`config.mk`:
```
export PLATFORM = sky130hd
export DESIGN_NAME = sort_input_loader
export DESIGN_NICKNAME = d
export VERILOG_FILES = /design/src/rtl/sort_input_loader.sv
export SDC_FILE = /design/constraint.sdc
export NUM_CORES = 1
export LEC_CHECK = 0
export ABC_AREA = 1
export BUFFER_PORTS_ARGS = -buffer_cell sky130_fd_sc_hd__buf_2
export CAP_MARGIN = 20
export CORE_MARGIN = 4
export CORE_UTILIZATION = 52
export DETAILED_ROUTE_END_ITERATION = 8
export GPL_TIMING_DRIVEN = 0
export PLACE_DENSITY = 0.78
export SLEW_MARGIN = 10
export SYNTH_ARGS = -nofsm -noshare
export SYNTH_HDL_FRONTEND = slang
export SYNTH_SLANG_ARGS = --single-unit
```
`constraint.sdc`:
```
create_clock -name clk -period 1.5 [get_ports clk]
set_input_delay 0.3 -clock clk [delete_from_list [all_inputs] [get_ports clk]]
set_output_delay 0.3 -clock clk [all_outputs]
set_load 0.05 [all_outputs]
```
`src/rtl/sort_input_loader.sv`:
```
// Operand loader for the four-entry sort stage: debounces a push button, captures four
// switch operands one press at a time, pulses start and waits for the sort to finish.
module sort_input_loader #(
    parameter int unsigned DEBOUNCE_CYCLES = 16
) (
    input  logic       clk,
    input  logic       rst,
    input  logic [3:0] din,
    input  logic       btn,
    input  logic       sort_done,
    output logic [3:0] x0,
    output logic [3:0] x1,
    output logic [3:0] x2,
    output logic [3:0] x3,
    output logic [1:0] idx,
    output logic       start,
    output logic [1:0] phase
);

    localparam int unsigned CW = $clog2(DEBOUNCE_CYCLES);
    localparam logic [CW-1:0] CntMax = CW'(DEBOUNCE_CYCLES - 1);

    typedef enum logic [1:0] {
        StFill  = 2'd0,
        StStart = 2'd1,
        StWait  = 2'd2,
        StHold  = 2'd3
    } state_e;

    logic          sync_meta;
    logic          btn_sync;
    logic          btn_db;
    logic          press;
    logic [CW-1:0] cnt;

    state_e     state_q, state_d;
    logic [1:0] idx_q, idx_d;
    logic [3:0] x_q [4];
    logic [3:0] x_d [4];

    // press is raised together with the 0->1 flip of btn_db, so it is valid the cycle after.
    always_ff @(posedge clk or posedge rst) begin
        if (rst) begin
            sync_meta <= 1'b0;
            btn_sync  <= 1'b0;
            btn_db    <= 1'b0;
            press     <= 1'b0;
            cnt       <= '0;
        end else begin
            sync_meta <= btn;
            btn_sync  <= sync_meta;
            press     <= 1'b0;
            if (btn_sync != btn_db) begin
                if (cnt == CntMax) begin
                    btn_db <= ~btn_db;
                    press  <= ~btn_db;
                    cnt    <= '0;
                end else begin
                    cnt <= cnt + CW'(1);
                end
            end else begin
                cnt <= '0;
            end
        end
    end

    always_ff @(posedge clk or posedge rst) begin
        if (rst) begin
            state_q <= StFill;
            idx_q   <= 2'd0;
            for (int i = 0; i < 4; i++) begin
                x_q[i] <= 4'd0;
            end
        end else begin
            state_q <= state_d;
            idx_q   <= idx_d;
            for (int i = 0; i < 4; i++) begin
                x_q[i] <= x_d[i];
            end
        end
    end

    always_comb begin
        state_d = state_q;
        idx_d   = idx_q;
        for (int i = 0; i < 4; i++) begin
            x_d[i] = x_q[i];
        end
        unique case (state_q)
            StFill: begin
                if (press) begin
                    x_d[idx_q] = din;
                    idx_d      = idx_q + 2'd1;  // wraps 3 -> 0
                    if (idx_q == 2'd3) begin
                        state_d = StStart;
                    end
                end
            end
            StStart: state_d = StWait;
            StWait: begin
                if (sort_done) begin
                    state_d = StHold;
                end
            end
            StHold: begin
                if (press) begin
                    state_d = StFill;
                    idx_d   = 2'd0;
                end
            end
        endcase
    end

    assign x0    = x_q[0];
    assign x1    = x_q[1];
    assign x2    = x_q[2];
    assign x3    = x_q[3];
    assign idx   = idx_q;
    assign start = (state_q == StStart);
    assign phase = state_q;

endmodule

```
==> impl_metrics.tcl, run 1 <==
set metrics [dict create \
    outcome "completed" \
    slew-limit-headroom_pct 79.1 \
    seq_area_frac_synth_pct 56.7 \
    core_sq_um 2230 \
    hold_viol 0 \
    r2r-start "phase[0]" \
    max_freq_ghz 0.693 \
    nets 181 \
    num_vias 945 \
    worst_slack_ns 0.0560 \
    final_common_cell "nand2_1" \
    ctsRootBufferMaster "clkbuf_4" \
    synthCells 128 \
    routabilityCongestion 0.744 \
    grt_antenna_before_repair 0 \
    fin_crit_ns 1.44 \
    critPathTopFamily "flip-flops" \
    dpl_worst_slack_ns 0.160 \
    critPathCaptureType "primary output" \
    synth_ff_type "dfrtp_1" \
    slew_violations 0 \
    portBuffers 28 \
    clock_latency_ns 0.33 \
    final-setup-viol-count 0 \
    reg2regPathDepth 6 \
    drcViolationCount 0 \
    path_cells "ha_1 > buf_6" \
    skew_ns 0.00858 \
    syn-cell-area_sq_um 1240 \
    grt_pass1_wl_um 3870 \
    vdd_ir_drop_max_uv 677 \
    dp.cells 184 \
    initial_core_util_pct 55.4 \
    grt_use_total_pct 15.3 \
    hpwl_um 1720 \
    cp-start-kind "flip-flop" \
    finish.utilization_pct 68.0 \
    synth_fp_nets 145 \
    hold_start "btn" \
    ctsHtreeMaxLevel 1 \
    syn_to_final_growth_pct 22.8 \
    cts_buffer_depth 2 \
    min_path_type "input pin to flip-flop" \
    drtIter0Drc 11 \
    grt_pass1_vias 935 \
    crit_type "flip-flop to primary output" \
    cp_data_required_time_ns 1.20 \
    drv_cap 0 \
    holdWs_ns 0.0650 \
    vias_per_cell 4.95 \
    hold_path_depth 1 \
    firstDrtPassIters 4 \
    cts-buffers-inserted 3 \
    n_antenna_cell 0 \
    crit_arrival_ns 1.14 \
    dpl-instance-area_sq_um 1410 \
    fin_crit_sh_pct 96.3 \
    ant_nets 0 \
    cts.clk_slew.worst_paths_ns 0.14 \
    grt_start_max_net_pins 29 \
    power.total_mw 1.31 \
    crit_cells 2 \
    clock_sinks 28 \
    slowest_stage "dfrtp_2" \
    drive_gt1_share_pct 27.0 \
    routed_wl_um 2310 \
    ys.warnings.count 0 \
    worst-path-max-fanout 5 \
    die_area_sq_um 3220 \
    synth_edf_count 0 \
    stdcell_count 191 \
    synth-seq-cells 28 \
    fin_area_sq_um 1520 \
    wire_per_inst_um 12.1 \
    cts_tree "done" \
    rsz0062_at_grt "false" \
    io_pins 29 \
    final_cell_mix "nand2_1, buf_2, dfrtp_1" \
    p_leak_nw 0.827 \
    grt-ovfl-total 0 \
    finalSetupTns_ns 0 \
    critPathLaunch "phase[0]" \
    die_w_um 56.8 \
    crit_buf_inv 1 \
    p_per_area_nw_per_um2 863 \
    worst-slew-pin-transition_ns 0.313 \
    syn_area_per_cell_sq_um 9.66 \
    n_fill_cell 177 \
    die_h_um 56.8 \
    synth.distinct_cells 17 \
    max_stage_delay_ns 0.46 \
    row_count 17 \
    async_flop_share_pct 100 \
]
[worst paths after layout]
kind                              to  slack, ns
max in group asynchronous   phase[0]       0.64
min                        sync_meta       0.06
max reg2reg                 phase[1]       0.16
max                            start       0.06
min reg2reg                 btn_sync       0.38
min in group asynchronous      x2[0]       0.44
[final cells by class]
class | count | area (sq um) | area share, %
Multi-Input combinational cell | 80 | 455 | 30.0
Timing Repair Buffer | 31 | 191 | 12.6
Tap cell | 28 | 35.0 | 2.31
Sequential cell | 28 | 703 | 46.3
Clock buffer | 3 | 22.5 | 1.48
Inverter | 20 | 80.1 | 5.28
Clock inverter | 1 | 30.0 | 1.98
[sequential cells by signal (all words and copies together), names as in the netlist]
signal and cells:
cnt 4, phase 2, x0 4, x1 4, sync_meta 1, btn_db 1, x2 4, idx 2
btn_sync 1, press 1, x3 4
[cell families after synthesis]
group | count (synthesis) | share of synthesized area (%)
compound gates | 20 | 8.10
xor+xnor | 1 | 0.709
fa+ha+maj | 9 | 9.11
buf+inv | 20 | 6.48
flops | 28 | 56.7
simple gates | 50 | 18.9
[cell usage after synthesis (2+ instances only)]
cell	number	area, sq um
dfrtp_1	28	701
ha_1	9	113
inv_1	17	63.8
nand2_1	30	113
nand2_4	4	45.0
nand3_1	5	25.0
nor2_1	6	22.5
nor3_1	2	10.0
o21ai_0	2	10.0
o21ai_1	18	90.1
[repair_timing]
item / in CTS / in global routing
gates cloned: 0 / 0
endpoints found under the hold margin: 0 / 5
hold buffers: 0 / 1
resized for setup: 2 / 1
endpoints found under the setup margin: 1 / 1
setup buffers: 1 / 0
[per-layer routing]
layer	vias up	GRT usage [%]	routed length (um)
met2	16	27.4	1190
met3	7	3.45	93
met5	-	0	0
met4	0	7.95	47
met1	450	16.6	981
li1	472	-	-
[power by group]
group          switching [mW]  internal [mW]
clock network           0.211          0.270
logic                  0.0338         0.0232
registers             0.00737          0.764
Note: power is estimated with default switching activity, not from simulation.
==> inputs of run 2 (changes only) <==
- ABC_AREA: 1 -> not set
- PLACE_DENSITY: 0.78 -> 0.77
==> impl_metrics.tcl, run 2 <==
set metrics [dict create \
    cp-start-kind "flip-flop" \
    yosysMostFrequentCell "dfrtp_1" \
    r2r_slack_ns 0.007 \
    n_fill_cell 168 \
    routabilityCongestion 0.677 \
    ctsHtreeMaxLevel 1 \
    grt_use_total_pct 14.2 \
    nets 141 \
    seq_area_sq_um 706 \
    row_count 17 \
    synthCells 87 \
    power.total_mw 2.24 \
    fin_crit_sh_pct 99.5 \
    stdcell_count 151 \
    rsz0062_at_grt "true" \
    vias_per_cell 5.17 \
    holdWs_ns 0.0625 \
    outcome "completed" \
    cp_data_required_time_ns 1.72 \
    drcViolationCount 0 \
    num_vias 780 \
    synth-seq-cells 28 \
    routed_wl_um 2510 \
    syn_to_final_growth_pct 30.9 \
    cts_tree "done" \
    firstDrtPassIters 4 \
    slew-limit-headroom_pct 77.6 \
    grt_util_met2_pct 25.6 \
    drive_gt1_share_pct 57.7 \
    cts_buffer_depth 2 \
    grt.met3_usage_pct 3.34 \
    final_cell_mix "buf_2, dfrtp_1, mux2_4" \
    r2r-end "x1[0]" \
    initial_core_util_pct 56.8 \
    p_per_area_nw_per_um2 1310 \
    async_flop_share_pct 100 \
    crit_type "flip-flop to flip-flop" \
    skew_ns 0.00743 \
    die_w_um 58.1 \
    fin_crit_ns 1.49 \
    grt-ovfl-total 0 \
    core_sq_um 2300 \
    synth_top_area_share_pct 53.7 \
    hold_viol 0 \
    hpwl_um 1690 \
    ctsRootBufferMaster "clkbuf_4" \
    crit_arrival_ns 1.72 \
    worst-slew-pin-transition_ns 0.333 \
    die_h_um 58.1 \
    clock_latency_ns 0.33 \
    wire_per_inst_um 16.6 \
    synth.distinct_cells 23 \
    final_common_cell "buf_2" \
    vdd_ir_drop_max_uv 1400 \
    portBuffers 28 \
    grt_pass1_wl_um 3700 \
    clock_sinks 28 \
    die_area_sq_um 3370 \
    p_leak_nw 0.832 \
    hold_end "sync_meta" \
    grt_use_met1_pct 16.4 \
    ys_top_cells_by_count "dfrtp_1, mux2_4, ha_1, inv_1, nand2_4" \
    synth_ff_type "dfrtp_1" \
    hold_path_depth 1 \
    synth_fp_nets 104 \
    grt_pass1_vias 815 \
    seq_area_frac_synth_pct 53.7 \
    drv_cap 0 \
    min_path_type "input pin to flip-flop" \
    grt_antenna_before_repair 0 \
    io_pins 29 \
    multi_input_area_sq_um 656 \
    drtIter0Drc 24 \
    hold_start "btn" \
    reg2regPathDepth 6 \
    worst-path-max-fanout 5 \
    slew_violations 0 \
    grt_busiest_layer "met2" \
    syn_area_per_cell_sq_um 15.0 \
    synth_area_leaders "dfrtp_1, mux2_4, ha_1" \
    ant_nets 0 \
    max_freq_ghz 0.670 \
    cts-buffers-inserted 3 \
    critPathCaptureType "flip-flop" \
    synth_edf_count 0 \
    n_antenna_cell 0 \
    finalSetupTns_ns 0 \
    final-setup-viol-count 0 \
    cts.clk_slew.worst_paths_ns 0.16 \
    grt_start_max_net_pins 29 \
    syn-cell-area_sq_um 1300 \
    ys.warnings.count 0 \
    r2r-start "phase[0]" \
    dp.cells 143 \
    yosysTopAreaCell "dfrtp_1" \
]
## run 2: cell families after synthesis
logic type / after synthesis / share of synthesized area [%]
buf+inv: 9 / 3.17
flops: 28 / 53.7
simple gates: 11 / 6.24
mux: 19 / 20.9
fa+ha+maj: 9 / 8.64
compound gates: 9 / 5.95
xor+xnor: 2 / 1.34
## run 2: worst max path at each step
stage / from / end / slack (ns) / cells after the start
floorplan: phase[0] / phase[1] / -0.11 / 5
global placement: phase[0] / phase[1] / 0.008 / 3
detailed placement: phase[0] / phase[1] / -0.02 / 3
CTS: phase[1] / start / -0.005 / 3
global route: phase[0] / x1[0] / -0.04 / 6
finish: phase[0] / x1[0] / 0.007 / 6
## run 2: through the flow
step                      worst slack [ns]  util [%]  instance area, sq um
after CTS                         -0.00452      68.0                  1560
after detailed placement           -0.0214      65.1                  1500
after floorplan                     -0.107         -                  1320
after global routing               -0.0436      74.3                  1710
final                              0.00736      74.3                  1710
after global placement             0.00756      65.1                  1500
## run 2: metal layers
| metal | vias to the layer above | part of all wire (%) |
|---|---|---|
| li1 | 376 | - |
| met1 | 379 | 42 |
| met2 | 25 | 53 |
| met3 | 0 | 5.1 |
| met4 | 0 | 0 |
| met5 | - | 0 |
## run 2: repair_timing
action,4_1_cts,5_1_grt
hold buffers,0,1
endpoints found under the setup margin,2,19
endpoints found under the hold margin,0,5
resized for setup,2,18
pin swaps,1,3
buffers inserted,1,1
## run 2: layout make-up
cell class	count	area share (%)
buffer	1	1.17
clock buffer	3	1.32
clock inverter	1	1.76
inverter	8	2.05
multi-input combinational	50	38.4
sequential	28	41.3
tap	28	2.05
timing repair buffer	32	11.9
## run 2: power breakdown
part           switching [mW]  internal, mW
Clock                   0.229         0.270
Sequential             0.0776         0.823
Combinational           0.470         0.368
Total                   0.776          1.46
## run 2: worst max-delay path, cell delays in order, from the launching register on
cell and delay, ns:
dfrtp_2 0.49, inv_4 0.09, ha_4 0.14, and2_4 0.14, buf_12 0.15, nand2_8 0.07, mux2_4 0.30
